--- config.mk ---
export PLATFORM = sky130hd
export DESIGN_NAME = irq_controller
export DESIGN_NICKNAME = d
export VERILOG_FILES = /design/src/rtl/irq_controller.sv
export SDC_FILE = /design/constraint.sdc
export NUM_CORES = 1
export LEC_CHECK = 0
export CAP_MARGIN = 20
export CELL_PAD_IN_SITES_DETAIL_PLACEMENT = 1
export CELL_PAD_IN_SITES_GLOBAL_PLACEMENT = 1
export CORE_MARGIN = 2
export CORE_UTILIZATION = 42
export DETAILED_ROUTE_END_ITERATION = 8
export GPL_ROUTABILITY_DRIVEN = 0
export PLACE_DENSITY_LB_ADDON = 0.3
export SLEW_MARGIN = 20
export SYNTH_ARGS = -nofsm -noshare
export SYNTH_HDL_FRONTEND = slang
export SYNTH_SLANG_ARGS = --single-unit
--- constraint.sdc ---
create_clock -name i_clk -period 2.5 [get_ports i_clk]
set_input_delay 0.5 -clock i_clk [delete_from_list [all_inputs] [get_ports i_clk]]
set_output_delay 0.5 -clock i_clk [all_outputs]
set_load 0.1 [all_outputs]
--- src/rtl/irq_controller.sv ---
// Interrupt controller: level/edge sources, mask, claim/EOI handshake, registered CPU request.
// Define IRQ_CTRL_ROUND_ROBIN_EN for round-robin arbitration; the default is fixed priority (lowest id wins).
module irq_controller #(
    parameter int NUM_SRC = 8
) (
    input  logic               i_clk,
    input  logic               i_reset_n,
    input  logic [NUM_SRC-1:0] i_irq_src,
    input  logic [2:0]         i_addr,
    input  logic [7:0]         i_data,
    input  logic               i_rw,
    input  logic               i_en,
    output logic [7:0]         o_data,
    output logic               o_irq
);

    typedef enum logic [1:0] {IDLE, REQ, SERVICE} state_t;

    localparam logic [2:0] ADDR_PENDING = 3'd0;
    localparam logic [2:0] ADDR_MASK    = 3'd1;
    localparam logic [2:0] ADDR_EDGE    = 3'd2;
    localparam logic [2:0] ADDR_CLAIM   = 3'd3;
    localparam logic [2:0] ADDR_SWTRIG  = 3'd4;
    localparam logic [2:0] ADDR_CTRL    = 3'd5;

    state_t             state_q, state_d;
    logic [NUM_SRC-1:0] mask_q, edge_q, sample_q, edge_pend_q;
    logic [NUM_SRC-1:0] pending, eligible, edge_set, edge_clr, claim_clr;
    logic               enable_q;
    logic [2:0]         claimed_id_q, winner;
    logic               win_valid, wr, rd, claim, eoi;
    logic               unused_claimed_id;

    assign wr    = i_en & ~i_rw;
    assign rd    = i_en & i_rw;
    assign claim = rd && (i_addr == ADDR_CLAIM) && (state_q == REQ) && win_valid;
    assign eoi   = wr && (i_addr == ADDR_CLAIM) && (state_q == SERVICE);

    // Edge sources report their sticky bit, level sources report the live input.
    assign pending  = (edge_q & edge_pend_q) | (~edge_q & i_irq_src);
    assign eligible = pending & mask_q & {NUM_SRC{enable_q}};

    // The claimed id is held for debug visibility only; nothing downstream consumes it.
    assign unused_claimed_id = ^claimed_id_q;

`ifdef IRQ_CTRL_ROUND_ROBIN_EN
    logic [2:0] rr_ptr_q;

    always_comb begin
        int idx;
        winner    = '0;
        win_valid = 1'b0;
        idx       = 0;
        for (int i = 0; i < NUM_SRC; i++) begin
            idx = (int'(rr_ptr_q) + i) % NUM_SRC;
            if (!win_valid && eligible[idx]) begin
                win_valid = 1'b1;
                winner    = 3'(idx);
            end
        end
    end

    // Pointer holds the id where the next search starts, i.e. last claimed id + 1.
    always_ff @(posedge i_clk or negedge i_reset_n) begin
        if (!i_reset_n) begin
            rr_ptr_q <= '0;
        end else if (claim) begin
            rr_ptr_q <= (winner == 3'(NUM_SRC - 1)) ? 3'd0 : winner + 3'd1;
        end
    end
`else
    always_comb begin
        winner    = '0;
        win_valid = |eligible;
        for (int i = NUM_SRC - 1; i >= 0; i--) begin
            if (eligible[i]) begin
                winner = 3'(i);
            end
        end
    end
`endif

    always_comb begin
        claim_clr = '0;
        edge_set  = (i_irq_src & ~sample_q) & edge_q;
        edge_clr  = '0;
        if (claim) begin
            claim_clr[winner] = 1'b1;
        end
        if (wr && i_addr == ADDR_SWTRIG) begin
            edge_set = edge_set | (i_data[NUM_SRC-1:0] & edge_q);
        end
        if (wr && i_addr == ADDR_PENDING) begin
            edge_clr = i_data[NUM_SRC-1:0];
        end
        edge_clr = edge_clr | claim_clr;
    end

    // Set is applied after clear so a simultaneous rising edge survives a W1C or claim.
    always_ff @(posedge i_clk or negedge i_reset_n) begin
        if (!i_reset_n) begin
            sample_q     <= '0;
            edge_pend_q  <= '0;
            mask_q       <= '0;
            edge_q       <= '0;
            enable_q     <= 1'b0;
            claimed_id_q <= '0;
        end else begin
            sample_q    <= i_irq_src;
            edge_pend_q <= (edge_pend_q & ~edge_clr) | edge_set;
            if (wr && i_addr == ADDR_MASK) mask_q   <= i_data[NUM_SRC-1:0];
            if (wr && i_addr == ADDR_EDGE) edge_q   <= i_data[NUM_SRC-1:0];
            if (wr && i_addr == ADDR_CTRL) enable_q <= i_data[0];
            if (claim)                     claimed_id_q <= winner;
        end
    end

    always_comb begin
        state_d = state_q;
        case (state_q)
            IDLE:    if (|eligible) state_d = REQ;
            REQ: begin
                if (claim)           state_d = SERVICE;
                else if (!win_valid) state_d = IDLE;
            end
            SERVICE: if (eoi) state_d = IDLE;
            default: state_d = IDLE;
        endcase
    end

    always_ff @(posedge i_clk or negedge i_reset_n) begin
        if (!i_reset_n) begin
            state_q <= IDLE;
            o_irq   <= 1'b0;
        end else begin
            state_q <= state_d;
            o_irq   <= (state_d == REQ);
        end
    end

    always_ff @(posedge i_clk or negedge i_reset_n) begin
        if (!i_reset_n) begin
            o_data <= 8'h00;
        end else if (rd) begin
            case (i_addr)
                ADDR_PENDING: o_data <= 8'(pending);
                ADDR_MASK:    o_data <= 8'(mask_q);
                ADDR_EDGE:    o_data <= 8'(edge_q);
                ADDR_CLAIM:   o_data <= claim ? {1'b1, 4'b0000, winner} : 8'h00;
                ADDR_CTRL:    o_data <= {7'b0000000, enable_q};
                default:      o_data <= 8'h00;
            endcase
        end
    end

endmodule
==> impl_metrics.env, run 1 <==
export IMPL_run_status="finished, final reports clean"
export IMPL_layout_min_cycle_time_ns=2.21
export IMPL_yosysWarnings=0
export IMPL_synth_area_per_cell_um2=9.81
export IMPL_holdCritPathClass="primary input to async pin"
export IMPL_groute_usage_overall_pct=23.3
export IMPL_fin_setup_tns_ns=0
export IMPL_dp_cells=360
export IMPL_grt_pass1_wl_um=11200
export IMPL_postCtsHoldBufs=0
export IMPL_crit_path_start_kind="primary input"
export IMPL_maxCapViolCount=0
export IMPL_clk_latency_ns=0.30
export IMPL_critPathArrivalTime_ns=2.40
export IMPL_pwr_share_comb_pct=35.1
export IMPL_routed_wl_um=6750
export IMPL_cp_num_buf_inv=1
export IMPL_io_pins=32
export IMPL_die_x_um=79.0
export IMPL_cts_buffer_depth=2
export IMPL_crit_slowest_cell="or4_1"
export IMPL_diodes=0
export IMPL_layout_common_cells="dfrtp_1 (44), nand2_1 (35), buf_4 (33), o21ai_0 (22), clkdlybuf4s50_1 (21)"
export IMPL_critical_path_max_stage_delay_ns=0.48
export IMPL_fin_ws_ns=0.294
export IMPL_period_share_pct=88.2
export IMPL_p_leak_nw=1.22
export IMPL_dpl_cell_area_um2=2900
export IMPL_worstMarginPinSlew_ns=0.435
export IMPL_powerDensity_nw_per_um2=744
export IMPL_p_sw_uw=849
export IMPL_wl_per_cell_um=18.3
export IMPL_cts_resized_gates=0
export IMPL_drt_pass1_iter_count=4
export IMPL_fin_nets=318
export IMPL_cp_end_kind="register"
export IMPL_grt_max_degree=45
export IMPL_root_buffer="clkbuf_8"
export IMPL_start_util_pct=43.2
export IMPL_peakVddDrop_uv=343
export IMPL_rows=27
export IMPL_fmax_mhz=453
export IMPL_postRouteAntennaNets=0
export IMPL_seqPwrFrac_pct=43.6
export IMPL_finalPower_mw=2.23
export IMPL_hold_viol=0
export IMPL_final_cells=368
export IMPL_swShare_pct=38.2
export IMPL_place_hpwl_um=5070
export IMPL_vias_per_cell=5.74
export IMPL_core_area_um2=5470
export IMPL_p_int_mw=1.38
export IMPL_critical_path_class="primary input to register"
export IMPL_gr_total_overflow=0
export IMPL_layout_drive_gt1_share_pct=25.3
export IMPL_synthCells=241
export IMPL_synth_top_area_share_pct=46.6
export IMPL_synthesis_nets=264
export IMPL_fin_area_um2=2990
export IMPL_synth_area_leaders="dfrtp_1 (47%), mux2_2 (8.6%), nand2_1 (5.6%)"
export IMPL_whs_ns=0.159
export IMPL_syn_cell_area_um2=2360
export IMPL_ys_ff_latch=44
export IMPL_ys_seq_area_share_pct=46.6
export IMPL_cts_inserted_buffers=5
export IMPL_cts_tree="yes"
export IMPL_route_vias_total=2114
export IMPL_cts_setup_buffers=0
export IMPL_critPathRequiredTime_ns=2.69
export IMPL_slew_headroom_pct=70.1
export IMPL_drc=0
export IMPL_fin_skew_ns=0.00665
export IMPL_dieArea_um2=6240
export IMPL_die_height_um=79.0
export IMPL_rsz0062_at_grt="false"
export IMPL_clkTransAtPathRegs_ns=0.09
export IMPL_utilization_pct=54.7
export IMPL_htreeDepth=2
export IMPL_port_buffers=31
export IMPL_grt_pass1_vias=2274
export IMPL_crit_fanout=4
export IMPL_syn2layout_area_growth_pct=26.6
export IMPL_crit_family="compound AO/OA/AOI/OAI gates"
export IMPL_drt_iter0_markers=80
export IMPL_synth_distinct_cells=48
export IMPL_yosys_area_top_type="dfrtp_1"
export IMPL_maxSlewViolCount=0
export IMPL_antenna_found_initial=0
export IMPL_setup_viol=0
export IMPL_mostFrequentLayoutCell="dfrtp_1"
export IMPL_power_frac_clock_pct=21.2
export IMPL_crit_path_cell_trace="clkdlybuf4s50_1, mux2_4, a211oi_2, o211ai_2, or4_1, a31o_1"
export IMPL_pre_cts_ws_ns=-0.000866
export IMPL_cts_sinks=44
==> power by group through the flow <==
stage | clock (mW) | sequential, mW | combinational (mW)
global placement | 0 | 0.971 | 0.757
CTS | 0.489 | 0.969 | 0.785
finish | 0.473 | 0.971 | 0.782
detailed placement | 0 | 0.981 | 0.781
floorplan | 0 | 1.12 | 0.364
global route | 0.514 | 0.991 | 0.841
==> registers in the layout (all words and copies together), names as in the netlist <==
register,count
state_q,2
edge_pend_q,8
edge_q,8
enable_q,1
o_data,8
mask_q,8
sample_q,8
o_irq,1
==> cells in the mapped netlist (all sizes together) <==
master / instances
buf: 5
mux2: 20
a22o: 2
o22ai: 2
nand2: 35
nor2: 10
nand2b: 4
a211oi: 3
nor4: 2
and3: 1
or4: 1
clkbuf: 4
dfrtp: 44
o2bb2ai: 4
a311oi: 1
nor3: 3
or2: 2
a21oi: 15
a31o: 2
o31ai: 2
a31oi: 2
nand3: 5
a221o: 1
and2: 5
a21boi: 2
nor2b: 8
o211ai: 7
a2111oi: 1
nor3b: 1
nand3b: 1
or3: 1
nand4: 1
mux2i: 5
a22oi: 3
or3b: 2
nand4b: 2
inv: 6
o21ai: 25
a2bb2oi: 1
==> final cells by class <==
class                   count  area, um^2
well taps                  72        90.1
clock inverters             1        7.51
flip-flops and latches     44        1100
repair buffers             56         483
fillers                   644        2480
multi-input cells         182        1200
inverters                   6        22.5
clock buffers               7        86.3
==> metal layers <==
metal  part of all wire, %  track usage [%]  routed length, um  up-vias
met5                     0                0                  0        -
met4                   1.5             7.76                103        0
met3                   4.0             4.32                267       11
met2                    49             38.6               3310       46
met1                    45             30.9               3070     1073
li1                      -                -                  -      984
==> final timing paths <==
kind                                       start                       end  slack (ns)  cells after the start
min in group i_clk         o_data[5]$_DFFE_PN0P_     o_data[5]$_DFFE_PN0P_        0.49                      2
min                                    i_reset_n     sample_q[6]$_DFF_PN0_        0.16                      2
max in group asynchronous              i_reset_n     sample_q[0]$_DFF_PN0_        2.11                      2
max                                 i_irq_src[6]  edge_pend_q[5]$_DFF_PN0_        0.29                      6
max reg2reg                edge_q[6]$_DFFE_PN0P_  edge_pend_q[5]$_DFF_PN0_        0.43                      5
min reg2reg                o_data[5]$_DFFE_PN0P_     o_data[5]$_DFFE_PN0P_        0.49                      2
==> logic make-up (layout without fill, tap and decap cells) <==
group           after synthesis  count (layout)  share of synthesized area [%]
compound gates               73              73                           20.1
mux                          25              25                           11.8
flops                        44              44                           46.6
simple gates                 84              84                           19.0
buf+inv                      15              70                           2.59
==> worst register-to-register path, cell delays in order (launching register included) <==
cell and delay [ns]:
dfrtp_1 0.45, mux2_4 0.34, a211oi_2 0.31, o211ai_2 0.16
or4_1 0.48, a31o_1 0.22
(Power assumes the default switching activity.)
==> inputs of run 2 (changes only) <==
CORE_MARGIN = unset   (was 2)
GPL_ROUTABILITY_DRIVEN = unset   (was 0)
==> impl_metrics.env, run 2 (synthesis results as in run 1) <==
export IMPL_dpl_cell_area_um2=2880
export IMPL_fin_skew_ns=0.00524
export IMPL_vias_per_cell=5.76
export IMPL_grt_pass1_wl_um=11700
export IMPL_nFillCells=615
export IMPL_cts_inserted_buffers=5
export IMPL_hold_viol=0
export IMPL_port_buffers=31
export IMPL_drt_iter0_markers=95
export IMPL_layout_min_cycle_time_ns=2.21
export IMPL_final_cells=364
export IMPL_core_area_um2=5270
export IMPL_fin_setup_tns_ns=0
export IMPL_powerDensity_nw_per_um2=754
export IMPL_antenna_found_initial=0
export IMPL_critical_path_max_stage_delay_ns=0.50
export IMPL_period_share_pct=88.3
export IMPL_crit_fanout=4
export IMPL_grt_max_degree=22
export IMPL_diodes=0
export IMPL_clk_latency_ns=0.30
export IMPL_cts_resized_gates=0
export IMPL_root_buffer="clkbuf_8"
export IMPL_start_util_pct=44.8
export IMPL_route_vias_total=2097
export IMPL_drc=0
export IMPL_io_pins=32
export IMPL_setup_viol=0
export IMPL_cts_setup_buffers=0
export IMPL_gp_congestion=0.837
export IMPL_maxSlewViolCount=0
export IMPL_dp_cells=357
export IMPL_crit_path_start_kind="primary input"
export IMPL_p_leak_nw=1.22
export IMPL_gr_total_overflow=0
export IMPL_critical_path_class="primary input to register"
export IMPL_fin_area_um2=2970
export IMPL_groute_usage_overall_pct=26.0
export IMPL_cts_tree="yes"
export IMPL_pre_cts_ws_ns=-0.0151
export IMPL_htreeDepth=2
export IMPL_critPathArrivalTime_ns=2.40
export IMPL_cts_sinks=44
export IMPL_rsz0062_at_grt="false"
export IMPL_fin_nets=317
export IMPL_worstMarginPinSlew_ns=0.506
export IMPL_place_hpwl_um=5170
export IMPL_fin_ws_ns=0.293
export IMPL_layout_common_cells="dfrtp_1 (44), nand2_1 (35), buf_4 (33), o21ai_0 (22), clkdlybuf4s50_1 (21)"
export IMPL_whs_ns=0.159
export IMPL_run_status="finished, final reports clean"
export IMPL_critPathRequiredTime_ns=2.69
export IMPL_dieArea_um2=5930
export IMPL_wl_per_cell_um=19.5
export IMPL_peakVddDrop_uv=454
export IMPL_postRouteAntennaNets=0
export IMPL_holdCritPathClass="primary input to async pin"
export IMPL_routed_wl_um=7090
export IMPL_crit_slowest_cell="clkdlybuf4s50_1"
export IMPL_rrSetupSlack_ns=0.41
export IMPL_clkTransAtPathRegs_ns=0.08
export IMPL_postCtsHoldBufs=0
export IMPL_drt_pass1_iter_count=4
export IMPL_layout_drive_gt1_share_pct=25.2
export IMPL_grt_pass1_vias=2277
export IMPL_slew_headroom_pct=66.3
export IMPL_cts_buffer_depth=2
export IMPL_fmax_mhz=453
export IMPL_mostFrequentLayoutCell="dfrtp_1"
export IMPL_rows=26
export IMPL_crit_path_cell_trace="clkdlybuf4s50_1, nand4b_1, a311oi_1, buf_4, nand2_1, or4_1, a31o_1"
export IMPL_die_height_um=77.0
export IMPL_cp_end_kind="register"
export IMPL_syn2layout_area_growth_pct=25.7
export IMPL_die_x_um=77.0
export IMPL_maxCapViolCount=0
run 2: changes by cell type in the layout (fill, tap and decap cells not counted):
cell,before,now
buf_12,1,0
clkbuf_1,1,0
clkbuf_8,6,7
clkinvlp_4,1,0
run 2: metal layers:
metal / up-vias / share of wire, % / GRT usage, %
met1: 1064 / 46 / 34.3
met5: - / 0 / 0
li1: 979 / - / -
met2: 47 / 49 / 43.6
met4: 0 / 1.2 / 8.87
met3: 7 / 3.7 / 4.05
run 2: final timing paths:
| path | startpoint | depth (start not counted) | endpoint |
|---|---|---|---|
| hold reg to reg | o_data[5]$_DFFE_PN0P_ | 2 | o_data[5]$_DFFE_PN0P_ |
| setup / recovery | i_addr[1] | 7 | edge_pend_q[5]$_DFF_PN0_ |
| max in group asynchronous | i_reset_n | 2 | edge_q[2]$_DFFE_PN0P_ |
| setup reg to reg | edge_q[0]$_DFFE_PN0P_ | 6 | edge_pend_q[5]$_DFF_PN0_ |
| min in group i_clk | o_data[5]$_DFFE_PN0P_ | 2 | o_data[5]$_DFFE_PN0P_ |
| hold / removal | i_reset_n | 1 | o_data[6]$_DFFE_PN0P_ |
run 2: area by class of cell:
cell class                 count  area, um^2  share of cell area [%]
timing repair buffer          55         463                    15.6
clock buffer                   7        96.3                    3.24
inverter                       6        22.5                   0.758
multi-input combinational    182        1200                    40.4
tap                           70        87.6                    2.95
sequential                    44        1100                    37.1
run 2: report_power, final:
group          total, mW  leakage, nW  internal (mW)  switching, mW
Clock              0.482       0.0503          0.246          0.236
Sequential         0.977        0.522          0.842          0.134
Combinational      0.783        0.645          0.308          0.475
run 2: metrics by stage:
step                utilization [%]  power [mW]
finish                         56.4        2.24
detailed placement             54.6        1.76
CTS                            56.4        2.26
global route                   56.4        2.36
global placement               54.6        1.73
floorplan                         -        1.49
run 2: critical path: cells and delay by family:
kind	cells	cell delay (ns)
buf+inv	2	0.67
compound gates	2	0.56
simple gates	3	0.67
==> inputs of run 3 (changes only) <==
CAP_MARGIN = 15   (was 20)
==> results of run 3 <==
No change in the layout: final DEF, timing and power equal those of run 2.
